## src/rtl/vis_centroid_calc.sv

```systemverilog
// vis_centroid_calc: per-frame centroid of a binary mask via moment accumulation and a restoring divider
module vis_centroid_calc #(
   parameter int IMG_W    = 1280,
   parameter int IMG_H    = 720,
   parameter int MIN_AREA = 1
) (
   input  logic        clk,
   input  logic        rst_n,
   input  logic        de,
   input  logic        hsync,
   input  logic        vsync,
   input  logic [23:0] pixel_in,
   output logic [10:0] x,
   output logic [10:0] y,
   output logic        centroid_valid,
   output logic        object_found,
   output logic        overrun
);
   typedef enum logic [1:0] {IDLE, DIV, DONE} state_t;
   state_t state, state_nxt;
   logic vsync_d, rise, acc_en, ovr_pend, gex, gey;
   logic [10:0] x_pos, y_pos;
   logic [19:0] m00, d, rx, ry, subx, suby;
   logic [30:0] m10, m01, qx, qy;
   logic [20:0] rx_sh, ry_sh;
   logic [4:0] cnt;
   logic unused;
   assign unused = ^{hsync, pixel_in[23:1]};
   assign rise = vsync & ~vsync_d;
   assign acc_en = de & ~vsync & pixel_in[0];
   // one restoring step per cycle: partial remainder gains the next dividend bit
   assign rx_sh = {rx, qx[30]};
   assign ry_sh = {ry, qy[30]};
   assign gex = rx_sh >= {1'b0, d};
   assign gey = ry_sh >= {1'b0, d};
   assign subx = rx_sh[19:0] - d;
   assign suby = ry_sh[19:0] - d;
   always_ff @(posedge clk or negedge rst_n)
      if (!rst_n) state <= IDLE;
      else state <= state_nxt;
   always_comb begin
      state_nxt = state;
      state_nxt = state == IDLE ? (rise ? DIV : IDLE) :
                  state == DIV  ? (cnt == 5'd30 ? DONE : DIV) : IDLE;
   end
   always_ff @(posedge clk or negedge rst_n)
      if (!rst_n) begin
         vsync_d <= 1'b0;
         x_pos <= '0;
         y_pos <= '0;
         m00 <= '0;
         m10 <= '0;
         m01 <= '0;
         d <= '0;
         qx <= '0;
         qy <= '0;
         rx <= '0;
         ry <= '0;
         cnt <= '0;
         ovr_pend <= 1'b0;
         overrun <= 1'b0;
         centroid_valid <= 1'b0;
         object_found <= 1'b0;
         x <= '0;
         y <= '0;
      end else begin
         vsync_d <= vsync;
         if (vsync) begin
            x_pos <= '0;
            y_pos <= '0;
         end else if (de) begin
            x_pos <= x_pos == 11'(IMG_W - 1) ? '0 : x_pos + 11'd1;
            if (x_pos == 11'(IMG_W - 1)) y_pos <= y_pos == 11'(IMG_H - 1) ? '0 : y_pos + 11'd1;
         end
         if (rise) begin
            m00 <= '0;
            m10 <= '0;
            m01 <= '0;
         end else if (acc_en) begin
            m00 <= m00 + 20'd1;
            m10 <= m10 + {20'd0, x_pos};
            m01 <= m01 + {20'd0, y_pos};
         end
         // a frame end while busy drops that frame's moments; flagged one cycle later
         ovr_pend <= rise && state != IDLE;
         overrun <= ovr_pend;
         if (state == IDLE && rise) begin
            d <= m00;
            qx <= m10;
            qy <= m01;
            rx <= '0;
            ry <= '0;
            cnt <= '0;
         end else if (state == DIV) begin
            cnt <= cnt + 5'd1;
            qx <= {qx[29:0], gex};
            qy <= {qy[29:0], gey};
            rx <= gex ? subx : rx_sh[19:0];
            ry <= gey ? suby : ry_sh[19:0];
         end
         centroid_valid <= state == DONE;
         if (state == DONE) begin
            object_found <= d >= 20'(MIN_AREA);
            if (d >= 20'(MIN_AREA)) begin
               x <= qx[10:0];
               y <= qy[10:0];
            end
         end
      end
endmodule
```

## config.mk

```make
export PLATFORM = sky130hd
export DESIGN_NAME = vis_centroid_calc
export DESIGN_NICKNAME = d
export VERILOG_FILES = /design/src/rtl/vis_centroid_calc.sv
export SDC_FILE = /design/constraint.sdc
export NUM_CORES = 1
export LEC_CHECK = 0
export CAP_MARGIN = 25
export CORE_MARGIN = 2
export CORE_UTILIZATION = 40
export DETAILED_ROUTE_END_ITERATION = 12
export GPL_ROUTABILITY_DRIVEN = 0
export PLACE_DENSITY = 0.61
export SYNTH_ARGS = -nofsm -noshare
export SYNTH_HDL_FRONTEND = slang
export SYNTH_SLANG_ARGS = --single-unit
```

## constraint.sdc

```tcl
create_clock -name clk -period 5.65 [get_ports clk]
set_input_delay 0.565 -clock clk [delete_from_list [all_inputs] [get_ports clk]]
set_output_delay 0.565 -clock clk [all_outputs]
set_load 0.005 [all_outputs]
```

# Yosys cells after proc, flatten, opt, wreduce, memory -nomap -nowiden

Cells that the tools add are included.

Bits in registers: 260

$add $sub $neg: 8
$lt $le $gt $ge: 3
Equal/unequal tests: 5
Muxes and demuxes: 29
Bitwise gates (word level): 5
Reductions and logical operators: 10

Operators with widths:

| cell                                                                    | count |
|---|---|
| 31-bit 2-to-1 mux                                                       | 8 |
| 20-bit 2-to-1 mux                                                       | 8 |
| 11-bit 2-to-1 mux                                                       | 7 |
| 31-bit by 11-bit adder with 31-bit output                               | 2 |
| 21-bit by 20-bit >= comparator with 1-bit output                        | 2 |
| 20-bit subtractor                                                       | 2 |
| 11-bit by 1-bit adder with 11-bit output (second input constant)        | 2 |
| 20-bit by 1-bit adder with 20-bit output (second input constant)        | 1 |
| 20-bit by 1-bit >= comparator with 1-bit output (second input constant) | 1 |
| 11-bit by 10-bit == test with 1-bit output (second input constant)      | 1 |
| 11-bit == test (second input constant)                                  | 1 |
| 5-bit 2-to-1 mux                                                        | 2 |
| 2-bit nonzero test                                                      | 5 |
| 2-bit 2-to-1 mux                                                        | 3 |
| 5-bit by 1-bit adder with 5-bit output (second input constant)          | 1 |
| 5-bit == test (second input constant)                                   | 1 |
| 2-bit AND reduction                                                     | 2 |
| 1-bit bitwise AND                                                       | 3 |
| 2-bit by 1-bit == test with 1-bit output (second input constant)        | 1 |
| 2-bit == test (second input constant)                                   | 1 |
| 1-bit logical AND                                                       | 2 |
| 2-bit logical NOT                                                       | 1 |
| 1-bit inverter                                                          | 2 |
| 1-bit 2-to-1 mux                                                        | 1 |

# Longest topological paths before layout

Gate-level depths: netlist (run 1).

Depth after elaboration: 5
Depth in mapped cells: 12
Mapped depth without buffers: 11

# Worst setup path after synthesis (run 1)

Ideal clock, no wire load.

Path kind: flip-flop to flip-flop
Start: register x_pos[0]
End: register m10[26]
Library setup time: 0.119 ns
Arrival time: 2.644 ns
Data required time: 5.531 ns
Slack: 2.887 ns
Cell stages (with the launch flop): 12
Cell sequence: dfrtp_1 > ha_1 > fa_1 > a21o_1 > a21oi_1 > o21ai_1 > a31o_1 > a41o_1 > a31oi_1 > buf_2 > nor4_1 > o21a_1

Word-level cells in the longest chain between the ends: 3

Ends and longest elaborated chain:

| element                                   | line | RTL |
|---|---|---|
| start, declared                           | 22   | `logic [10:0] x_pos, y_pos;` |
| start signal, assigned                    | 72   | `x_pos <= x_pos == 11'(IMG_W - 1) ? '0 : x_pos + 11'd1;` |
| 31-bit by 11-bit adder with 31-bit output | 81   | `m10 <= m10 + {20'd0, x_pos};` |
| 31-bit 2-to-1 mux                         | 79   | `end else if (acc_en) begin` |
| 31-bit 2-to-1 mux                         | 75   | `if (rise) begin` |
| end signal, assigned                      | 81   |  |
| end, declared                             | 24   | `logic [30:0] m10, m01, qx, qy;` |

Every way passes these cells. The select of a mux whose other input is x is not followed.
A chain may end at the register's enable or synchronous reset.

# Final worst setup path (run 1)

Start: register d[14]
End: register rx[17]

Word-level cells in the longest chain between the ends: 4
Elaborated cells between the ends (all ways): 5

Ends and longest elaborated chain:

| element                                                                               | line   | RTL |
|---|---|---|
| start, declared                                                                       | 23     | `logic [19:0] m00, d, rx, ry, subx, suby;` |
| start signal, assigned                                                                | 88     | `d <= m00;` |
| 20-bit subtractor or 21-bit by 20-bit >= comparator with 1-bit output (tied branches) | 36, 34 |  |
| 20-bit 2-to-1 mux *                                                                   | 98     | `rx <= gex ? subx : rx_sh[19:0];` |
| 20-bit 2-to-1 mux *                                                                   | 94     | `end else if (state == DIV) begin` |
| 20-bit 2-to-1 mux *                                                                   | 87     | `if (state == IDLE && rise) begin` |
| end signal, assigned                                                                  | 98     |  |
| end, declared                                                                         | 23     |  |

Mark *: on every way between the ends. The rest lies on a longest branch, timed or not. The select of a mux whose other input is x is not followed.

==> reports/qor.yml, run 1 <==
run_status:
  status: "finished, final reports clean"
clocking:
  clk_root_buffer_cell: "sky130_fd_sc_hd__clkbuf_16"
  cts-buffers-inserted: 30
  postCtsSetupRepairBufs: 0
  cts_tree: "built"
  cts-resized-gates: 0
  clk_transition_reported_paths_ns: 0.06
  ctsHoldBuffers: 0
  clkLatencyLatePin_ns: 0.56
  clockBufferDepth: 3
  htree_num_levels: 1
  number_of_clock_sinks_seen_by_cts: 260
setup_path:
  critical_path.cell_chain: "inv_1 -> ha_1 -> a21o_1 -> a21o_1 -> a21oi_1 -> and3_1 -> a21oi_1 -> and2_1 -> nand2_1 -> o21ai_0"
  worst_r2r_endpoint: "rx[17]"
  critical_path_buf_inv_count: 1
  reg2reg_depth: 10
  cell_type_group_with_the_largest_total_delay_on_the_critical_path: "simple AND/OR/NAND/NOR gates"
  cp-start-kind: "register"
  critPathMaxFanout: 15
  setup.reg_to_reg.worst_slack_ns: 2.06
  worstSetupPathType: "reg -> reg"
  origin_of_the_critical_flop_to_flop_path: "d[14]"
  worst-endpoint-arrival_ns: 4.05
  end_kind: "register"
  worstPathRequired_ns: 6.11
  critical-path-max-stage-delay_ns: 0.74
  timing.critical_path.slowest_stage_cell: "sky130_fd_sc_hd__and2_1"
logic_synthesis:
  synthesis.nets: 1639
  post-synth-top-area-fraction_pct: 45.50
  yosys_register_bits: 260
  yosysSeqAreaShare_pct: 45.50
  yosysWarnings: 0
  area_of_the_mapped_netlist_um2: 14300
  synth_ff_type: "sky130_fd_sc_hd__dfrtp_1"
  yosys.cell_count.top_type: "sky130_fd_sc_hd__dfrtp_1"
  synth_enable_flop_cells: 0
  post_synth_num_cell_types: 76
  yosys.area.top_type: "sky130_fd_sc_hd__dfrtp_1"
  synth_top_cells_by_count: "sky130_fd_sc_hd__dfrtp_1, sky130_fd_sc_hd__nand2_1, sky130_fd_sc_hd__nor2_1"
  synth_async_sr_flop_share_pct: 100.0
  synth_cells: 1539
  per_instance_average_area_after_synthesis_um2: 9.292
  synth.top_cells.by_area: "sky130_fd_sc_hd__dfrtp_1, sky130_fd_sc_hd__nand2_1, sky130_fd_sc_hd__ha_1, sky130_fd_sc_hd__o21ai_0, sky130_fd_sc_hd__a22oi_1"
power_and_ir_drop:
  worst_ir_drop_vdd_v: 0.0002910
  leakage_nw: 7.132
  fin_total_pwr_mw: 8.137
  power.density_cell_area_nw_per_um2: 508.1
route:
  drt_pre_antenna_iters: 5
  total_detailed_routing_wirelength_mm: 33.10
  drt_first_iter_violations: 589
  vias: 11300
  via_per_inst: 5.561
  route.detailed.drc: 0
  detail_route_antenna_nets: 0
  drt-wirelength-per-cell_um: 16.29
final_layout:
  layout-drive-gt1-share_pct: 7.066
  layout.area.seq_um2: 6506
  nets_finish: 1650
  fill_cells: 3442
  multiInputGateArea_um2: 7375
  area_delta_synth_final_pct: 12.00
  ant_diodes: 0
  design_area_um2: 16020
die:
  io_pins: 54
  core-area_um2: 35400
  die_width_um: 193.1
  placementRows: 69
  die_height_um: 193.1
  floorplan.initialDensity_pct: 40.40
  die_area_um2: 37280
timing:
  max_clk_rate_ghz: 0.2786
  fin_skew_ns: 0.01880
  timing.final.hold_violations: 0
  grt_setup_unrepaired: "false"
  setup_total_negative_slack_ns: 0
  finalCritPeriodShare_pct: 63.53
  timing_max_transition_violations_final: 0
  slew_headroom_pct: 36.59
  worst_slack_setup_final_ns: 2.061
  worst-slew-pin-transition_ns: 0.9459
  final_critical_period_ns: 3.589
  finalSetupViolCount: 0
global_route:
  first_global_vias: 11190
  grt_overflow_total: 0
  global_routing_usage_summed_across_all_routing_layers_pct: 18.43
  grt_start_max_net_pins: 151
  grt_first_pass_wirelength_mm: 56.12
  grt_antenna_before_repair: 0
flow_run:
  timing.max_cap.violations: 0
placed_design:
  placedInstanceArea_um2: 15050
  place_ws_ns: 1.721
  detailed_place_hpwl_mm: 21.97
  portbufs: 29
min_path:
  min_path_type: "in -> async"
metal layers:
| metal | vias up | wire length (µm) | global-route usage [%] |
|---|---|---|---|
| li1 | 5535 | - | - |
| met1 | 5541 | 15780 | 25.13 |
| met2 | 172 | 15490 | 30.70 |
| met3 | 52 | 1112 | 2.335 |
| met4 | 0 | 712 | 5.536 |
| met5 | - | 0 | 0 |
per-stage QoR:
| stage | hold WS, ns | cells | utilization, % |
|---|---|---|---|
| 2_1_floorplan | 0.2694 | 1539 | - |
| 3_3_place_gp | 0.3318 | 1977 | 42.52 |
| 3_5_place_dp | 0.3347 | 1977 | 42.52 |
| 4_1_cts | 0.1355 | 2030 | 45.20 |
| 5_1_grt | 0.1801 | 2032 | 45.25 |
| 6_report | 0.1086 | 2032 | 45.25 |
registers in the layout (all words and copies together) (netlist names), 11 cells and up:
signal,flops
m01,31
ry,20
qx,31
rx,20
y_pos,11
qy,31
x,11
m10,31
y,11
d,20
x_pos,11
m00,20
cells in the final DEF (no fill, tap or decap), types with 7 or more instances in the layout:
cell and count:
sky130_fd_sc_hd__dfrtp_1 260, sky130_fd_sc_hd__nand2_1 238, sky130_fd_sc_hd__nor2_1 107, sky130_fd_sc_hd__o21ai_0 102
sky130_fd_sc_hd__nand3_1 82, sky130_fd_sc_hd__a21oi_1 76, sky130_fd_sc_hd__ha_1 67, sky130_fd_sc_hd__a22oi_1 62
sky130_fd_sc_hd__inv_1 45, sky130_fd_sc_hd__xnor2_1 45, sky130_fd_sc_hd__xor2_1 40, sky130_fd_sc_hd__clkbuf_16 31
sky130_fd_sc_hd__o21ai_1 28, sky130_fd_sc_hd__clkdlybuf4s50_1 28, sky130_fd_sc_hd__mux2i_1 27, sky130_fd_sc_hd__or3_1 25
sky130_fd_sc_hd__mux2_2 22, sky130_fd_sc_hd__nand4_1 21, sky130_fd_sc_hd__nor3_1 16, sky130_fd_sc_hd__a21o_1 15
sky130_fd_sc_hd__nor2b_1 14, sky130_fd_sc_hd__o21a_1 14, sky130_fd_sc_hd__o31ai_1 14, sky130_fd_sc_hd__buf_4 13
sky130_fd_sc_hd__and3_1 12, sky130_fd_sc_hd__nor4_1 12, sky130_fd_sc_hd__o211ai_1 9, sky130_fd_sc_hd__nand2b_1 8
sky130_fd_sc_hd__and2_1 8, sky130_fd_sc_hd__or4_1 8, sky130_fd_sc_hd__clkinv_2 8, sky130_fd_sc_hd__nor3b_1 7
sky130_fd_sc_hd__clkbuf_1 7
how the worst max path moves through the flow:
stage / startpoint / endpoint / slack (ns) / cells past startpoint
after floorplan: x_pos[0] / m10[26] / 2.89 / 11
after global placement: vsync / m01[20] / 1.73 / 11
after detailed placement: vsync / m01[20] / 1.72 / 11
after CTS: d[14] / rx[17] / 2.10 / 10
after global routing: d[14] / rx[17] / 1.83 / 10
final: d[14] / rx[17] / 2.06 / 10
power by group:
group / total (mW) / leakage, nW / switching, mW / internal, mW
registers: 2.70 / 3.41 / 0.339 / 2.36
logic: 3.57 / 3.25 / 2.01 / 1.56
clock network: 1.87 / 0.472 / 0.767 / 1.11
total: 8.14 / 7.13 / 3.12 / 5.02
layout make-up:
type	instances	area share (%)
Multi-Input combinational cell	1168	46.05
Sequential cell	260	40.62
Clock buffer	43	5.437
Tap cell	461	3.602
Timing Repair Buffer	45	2.750
Inverter	45	1.055
Clock inverter	10	0.4844
worst register-to-register path, stage by stage (launching register included):
cell,delay (ns)
sky130_fd_sc_hd__dfrtp_1,0.34
sky130_fd_sc_hd__inv_1,0.10
sky130_fd_sc_hd__ha_1,0.43
sky130_fd_sc_hd__a21o_1,0.14
sky130_fd_sc_hd__a21o_1,0.10
sky130_fd_sc_hd__a21oi_1,0.11
sky130_fd_sc_hd__and3_1,0.17
sky130_fd_sc_hd__a21oi_1,0.52
sky130_fd_sc_hd__and2_1,0.74
sky130_fd_sc_hd__nand2_1,0.50
sky130_fd_sc_hd__o21ai_0,0.34
logic make-up after synthesis:
logic type	after synthesis	synth area share, %
AOI/OAI and AO/OA	377	16.87
and+or+nand+nor	584	19.07
DFF	260	45.50
buffers and inverters	111	3.124
xor gates and xnor gates	85	5.206
adders and majority gates	71	6.422
muxes	51	3.806
Note: power is estimated with default switching activity, not from simulation.
==> run 2, diff against run 1 <==
Clock period 5.65 ns to 3.76 ns, I/O delays scaled along.
==> run 2 against run 1 <==
Wire length is 0.85% higher. Largest power group unchanged. Critical path depth increased by 1. Final cell count grew 0.64%. Critical endpoint is now ry[11]. Sequential power is 50% higher. Flip-flop and latch count did not move.
==> reports/qor.yml, run 2 (same netlist as run 1, synthesis figures left out) <==
flow_run:
  timing.max_cap.violations: 0
min_path:
  min_path_type: "reg -> reg"
die:
  placementRows: 69
  core-area_um2: 35400
  die_width_um: 193.1
  die_area_um2: 37280
  io_pins: 54
  floorplan.initialDensity_pct: 40.40
  die_height_um: 193.1
timing:
  fin_skew_ns: 0.01494
  smallest_hold_slack_ns: 0.3544
  timing_max_transition_violations_final: 0
  grt_setup_unrepaired: "false"
  timing.final.hold_violations: 0
  finalSetupViolCount: 0
  max_clk_rate_ghz: 0.3198
  worst-slew-pin-transition_ns: 0.7158
  final_critical_period_ns: 3.127
  finalCritPeriodShare_pct: 83.16
  slew_headroom_pct: 52.28
  setup_total_negative_slack_ns: 0
power_and_ir_drop:
  worst_ir_drop_vdd_v: 0.0004300
  fin_total_pwr_mw: 12.65
  leakage_nw: 7.248
  power.density_cell_area_nw_per_um2: 777.5
setup_path:
  worst-endpoint-arrival_ns: 3.53
  cp-start-kind: "register"
  critPathMaxFanout: 14
  worstPathRequired_ns: 4.17
  worstSetupPathType: "reg -> reg"
  end_kind: "register"
global_route:
  grt_start_max_net_pins: 103
  grt_antenna_before_repair: 0
  grt_overflow_total: 0
  first_global_vias: 11390
  grt_first_pass_wirelength_mm: 57.54
  global_routing_usage_summed_across_all_routing_layers_pct: 18.73
clocking:
  htree_num_levels: 1
  cts-buffers-inserted: 30
  clockBufferDepth: 3
  number_of_clock_sinks_seen_by_cts: 260
  clkLatencyLatePin_ns: 0.55
  clk_transition_reported_paths_ns: 0.06
  postCtsSetupRepairBufs: 0
  cts_tree: "built"
  clk_root_buffer_cell: "sky130_fd_sc_hd__clkbuf_16"
final_layout:
  nets_finish: 1661
  layout_commonest_cell: "sky130_fd_sc_hd__dfrtp_1"
  ant_diodes: 0
  area_delta_synth_final_pct: 13.75
  mostFrequentLayoutCells: "sky130_fd_sc_hd__dfrtp_1, sky130_fd_sc_hd__nand2_1, sky130_fd_sc_hd__nor2_1, sky130_fd_sc_hd__o21ai_0, sky130_fd_sc_hd__nand3_1"
  layout-drive-gt1-share_pct: 8.018
route:
  drt_first_iter_violations: 642
  drt_pre_antenna_iters: 5
  drt-wirelength-per-cell_um: 16.32
  vias: 11290
  route.detailed.drc: 0
  via_per_inst: 5.518
  detail_route_antenna_nets: 0
  total_detailed_routing_wirelength_mm: 33.38
placed_design:
  portbufs: 29
  detailed_place_hpwl_mm: 22.30
run_status:
  status: "finished, final reports clean"
## run 2: critical path, stage by stage, from the launching register on
cell	delay, ns
sky130_fd_sc_hd__dfrtp_1	0.35
sky130_fd_sc_hd__inv_1	0.09
sky130_fd_sc_hd__ha_1	0.41
sky130_fd_sc_hd__nand3_1	0.21
sky130_fd_sc_hd__nand2b_1	0.27
sky130_fd_sc_hd__nor4_1	0.34
sky130_fd_sc_hd__nor2_1	0.07
sky130_fd_sc_hd__a31oi_1	0.17
sky130_fd_sc_hd__o32a_2	0.47
sky130_fd_sc_hd__buf_4	0.29
sky130_fd_sc_hd__mux2i_1	0.22
sky130_fd_sc_hd__o21ai_1	0.08
## run 2: cell type report
class / instances / area, µm²
clock buffers: 42 / 897.1
clock inverters: 13 / 205.2
fillers: 3385 / 19130
inverters: 45 / 168.9
multi-input cells: 1168 / 7375
flip-flops and latches: 260 / 6506
well taps: 461 / 576.8
repair buffers: 56 / 538.0
## run 2: worst paths after layout
path                               start  slack [ns]  endpoint  cells after the start
worst max-delay path               d[11]        0.63    ry[11]                     11
worst min register to register  ovr_pend        0.35   overrun                      0
worst min-delay path            ovr_pend        0.35   overrun                      0
max in group asynchronous          rst_n        2.37  x_pos[2]                      3
worst max register to register     d[11]        0.63    ry[11]                     11
min in group asynchronous          rst_n        0.43   m01[24]                      2
## run 2: timing repair
action                                 4_1_cts  5_1_grt
gates resized for setup                      0        0
endpoints found under the hold margin       78        0
hold buffers                                 1        0
## run 2: where the power goes
part / internal [mW] / total, mW / switching, mW / leakage [nW]
sequential: 3.54 / 4.05 / 0.508 / 3.41
combinational: 2.38 / 5.42 / 3.04 / 3.31
clock: 2.00 / 3.18 / 1.18 / 0.535
## run 2: routing by layer
| layer | track usage (%) | vias to the layer above | part of all wire [%] | wire length [µm] |
|---|---|---|---|---|
| li1 | - | 5544 | - | - |
| met1 | 25.12 | 5523 | 47 | 15540 |
| met2 | 32.39 | 181 | 48 | 16050 |
| met3 | 2.715 | 37 | 3.9 | 1317 |
| met4 | 3.613 | 0 | 1.4 | 471 |
| met5 | 0 | - | 0 | 0 |
## run 2: per-stage QoR
stage	util, %	cells	worst slack (ns)	area, µm²
final	45.96	2045	0.6333	16270
after global routing	45.96	2045	0.4249	16270
after CTS	45.96	2045	0.6261	16270
after detailed placement	42.81	1989	0.6368	15150
after global placement	42.81	1989	0.7546	15150
after floorplan	-	1539	0.9972	14300
==> run 3, diff against run 2 <==
Settings changed: PLACE_DENSITY 0.61 to 0.63.
Clock period 3.76 ns to 2.6 ns, I/O delays scaled along.
==> run 3 against run 2 <==
Wire length rose by 7.6%. Design area rose by 8.9%. Fmax rose by 20%. Utilization rose by 4.1 points. Clock power rose by 30%. Final cell count rose by 6.8%. Sequential share of layout area fell by 3.2 points. Sequential power rose by 45%. Global-route usage rose by 0.75 points. Combinational power rose by 86%. Worst hold slack got worse by 0.037 ns. Critical endpoint is now m10[16]. Largest power group unchanged.
==> reports/qor.yml, run 3 (same netlist as run 1, synthesis figures left out) <==
final_layout:
  layout-drive-gt1-share_pct: 18.63
  ant_diodes: 0
  layout.core_utilization_pct: 50.04
  layout_commonest_cell: "sky130_fd_sc_hd__dfrtp_1"
  area_delta_synth_final_pct: 23.86
  nets_finish: 1803
  mostFrequentLayoutCells: "sky130_fd_sc_hd__dfrtp_1, sky130_fd_sc_hd__nand2_1, sky130_fd_sc_hd__buf_4, sky130_fd_sc_hd__nor2_1, sky130_fd_sc_hd__o21ai_0"
  final_cell_count_no_fill: 2184
setup_path:
  worstPathRequired_ns: 3.03
  worst-endpoint-arrival_ns: 3.02
  critical_path.cell_chain: "ha_2 -> fa_2 -> a21o_1 -> a21oi_2 -> o21ai_1 -> a31o_1 -> a41o_1 -> buf_6 -> a211oi_4 -> or3_1 -> a21oi_1"
  end_kind: "register"
  timing.critical_path.slowest_stage_cell: "sky130_fd_sc_hd__dfrtp_1"
  crit_start: "m10[0]"
  cp-endpoint: "m10[16]"
  critPathMaxFanout: 3
  setup.reg_to_reg.worst_slack_ns: 0.005
  critical-path-max-stage-delay_ns: 0.39
  origin_of_the_critical_flop_to_flop_path: "m10[0]"
  reg2reg_depth: 11
  cp-start-kind: "register"
  worst_r2r_endpoint: "m10[16]"
  worstSetupPathType: "reg -> reg"
timing:
  grt_setup_unrepaired: "true"
  finalCritPeriodShare_pct: 99.80
  slew_headroom_pct: 52.71
  timing.final.hold_violations: 0
  timing_max_transition_violations_final: 0
  worst-slew-pin-transition_ns: 0.7094
  finalSetupViolCount: 0
  fin_skew_ns: 0.02194
  worst_slack_setup_final_ns: 0.005145
  final_critical_period_ns: 2.595
  max_clk_rate_ghz: 0.3854
clocking:
  htree_num_levels: 1
  clockBufferDepth: 3
  number_of_clock_sinks_seen_by_cts: 260
  clkLatencyLatePin_ns: 0.56
  cts_tree: "built"
  cts-buffers-inserted: 29
  clk_transition_reported_paths_ns: 0.06
  clk_root_buffer_cell: "sky130_fd_sc_hd__clkbuf_16"
route:
  drt_first_iter_violations: 662
  total_detailed_routing_wirelength_mm: 35.93
  drt-wirelength-per-cell_um: 16.45
  route.detailed.drc: 0
  via_per_inst: 5.473
  vias: 11950
  detail_route_antenna_nets: 0
  drt_pre_antenna_iters: 5
power_and_ir_drop:
  worst_ir_drop_vdd_v: 0.0006656
  leakage_nw: 7.990
  power.density_cell_area_nw_per_um2: 1137
die:
  core-area_um2: 35400
  placementRows: 69
  io_pins: 54
  die_height_um: 193.1
  die_area_um2: 37280
  floorplan.initialDensity_pct: 40.40
  die_width_um: 193.1
global_route:
  grtUsageMet2_pct: 32.32
  grt_antenna_before_repair: 1
  global_routing_usage_summed_across_all_routing_layers_pct: 19.49
  use_met3_pct: 2.353
  grt_overflow_total: 0
  grt_first_pass_wirelength_mm: 59.40
  first_global_vias: 11840
  gr-max-usage-layer: "met2"
  global_route.usage.met1_pct: 27.02
  grt_start_max_net_pins: 80
placed_design:
  portbufs: 29
  place_ws_ns: -0.1726
  post-place-cells: 2109
  detailed_place_hpwl_mm: 24.14
min_path:
  min_path_type: "in -> async"
flow_run:
  timing.max_cap.violations: 0
run_status:
  status: "finished, final reports clean"
run 3: changes by cell type in the layout (fill, tap and decap cells not counted), moves of 6 or more:
cell	change
sky130_fd_sc_hd__buf_12	+9
sky130_fd_sc_hd__o31ai_1	-6
sky130_fd_sc_hd__o21ai_2	+6
sky130_fd_sc_hd__buf_6	+6
sky130_fd_sc_hd__o21ai_0	-14
sky130_fd_sc_hd__buf_4	+127
sky130_fd_sc_hd__o21ai_1	+8
sky130_fd_sc_hd__a21oi_1	-6
sky130_fd_sc_hd__ha_1	-9
run 3: area by class of cell:
cell class              instances  area [µm²]
fillers                      3251       17680
multi-input cells            1168        7757
flip-flops and latches        260        6509
repair buffers                199        1747
clock buffers                  41       810.8
well taps                     461       576.8
inverters                      45       168.9
clock inverters                10       142.6
run 3: power breakdown:
| part | total, mW | switching [mW] | internal (mW) |
|---|---|---|---|
| Sequential | 5.86 | 0.745 | 5.12 |
| Combinational | 10.1 | 5.11 | 5.02 |
| Clock | 4.14 | 1.67 | 2.46 |
| Total | 20.1 | 7.53 | 12.6 |
run 3: how the worst min path moves through the flow:
stage               start        endpoint  slack (ns)  cells after the start
finish              rst_n          qy[21]        0.32                      2
global route        rst_n          qy[21]        0.38                      2
CTS                 rst_n          qy[21]        0.34                      2
detailed placement  rst_n          qy[21]        0.32                      1
global placement    rst_n          qy[21]        0.32                      1
floorplan           rst_n  centroid_valid       -0.04                      0
run 3: per-stage QoR:
step	hold WS (ns)	total power, mW	instance area (µm²)	setup TNS (ns)
after detailed placement	0.3235	15.20	16170	-0.7688
final	0.3169	20.13	17710	0
after floorplan	-0.03559	11.65	14310	0
after global placement	0.3177	14.95	16170	-0.3099
after CTS	0.3385	19.60	17380	0
after global routing	0.3751	21.55	17710	-1.131
run 3: timing repair:
action                                  CTS  global route
cloned                                    3             0
buffers inserted                          9            12
resized for setup                        25            75
endpoints found under the setup margin   48            71
pin swaps                                16            32
endpoints found under the hold margin    73             0
hold buffers                              1             0
run 3: worst max-delay path: cells and delay by family (launching register included):
| kind | cells | cell delay, ns |
|---|---|---|
| AND/OR/NAND/NOR | 1 | 0.15 |
| buffers and inverters | 1 | 0.15 |
| AO/OA/AOI/OAI | 7 | 1.22 |
| adder cells (fa/ha/maj) | 2 | 0.55 |
| flip-flops | 1 | 0.39 |
run 3: per-layer routing:
layer  vias to the layer above  routed length, µm  part of all wire [%]
li1                       5838                  -                     -
met5                         -                 10                 0.028
met4                         2                739                   2.1
met1                      5832              16680                    46
met3                        65               1332                   3.7
met2                       215              17160                    48
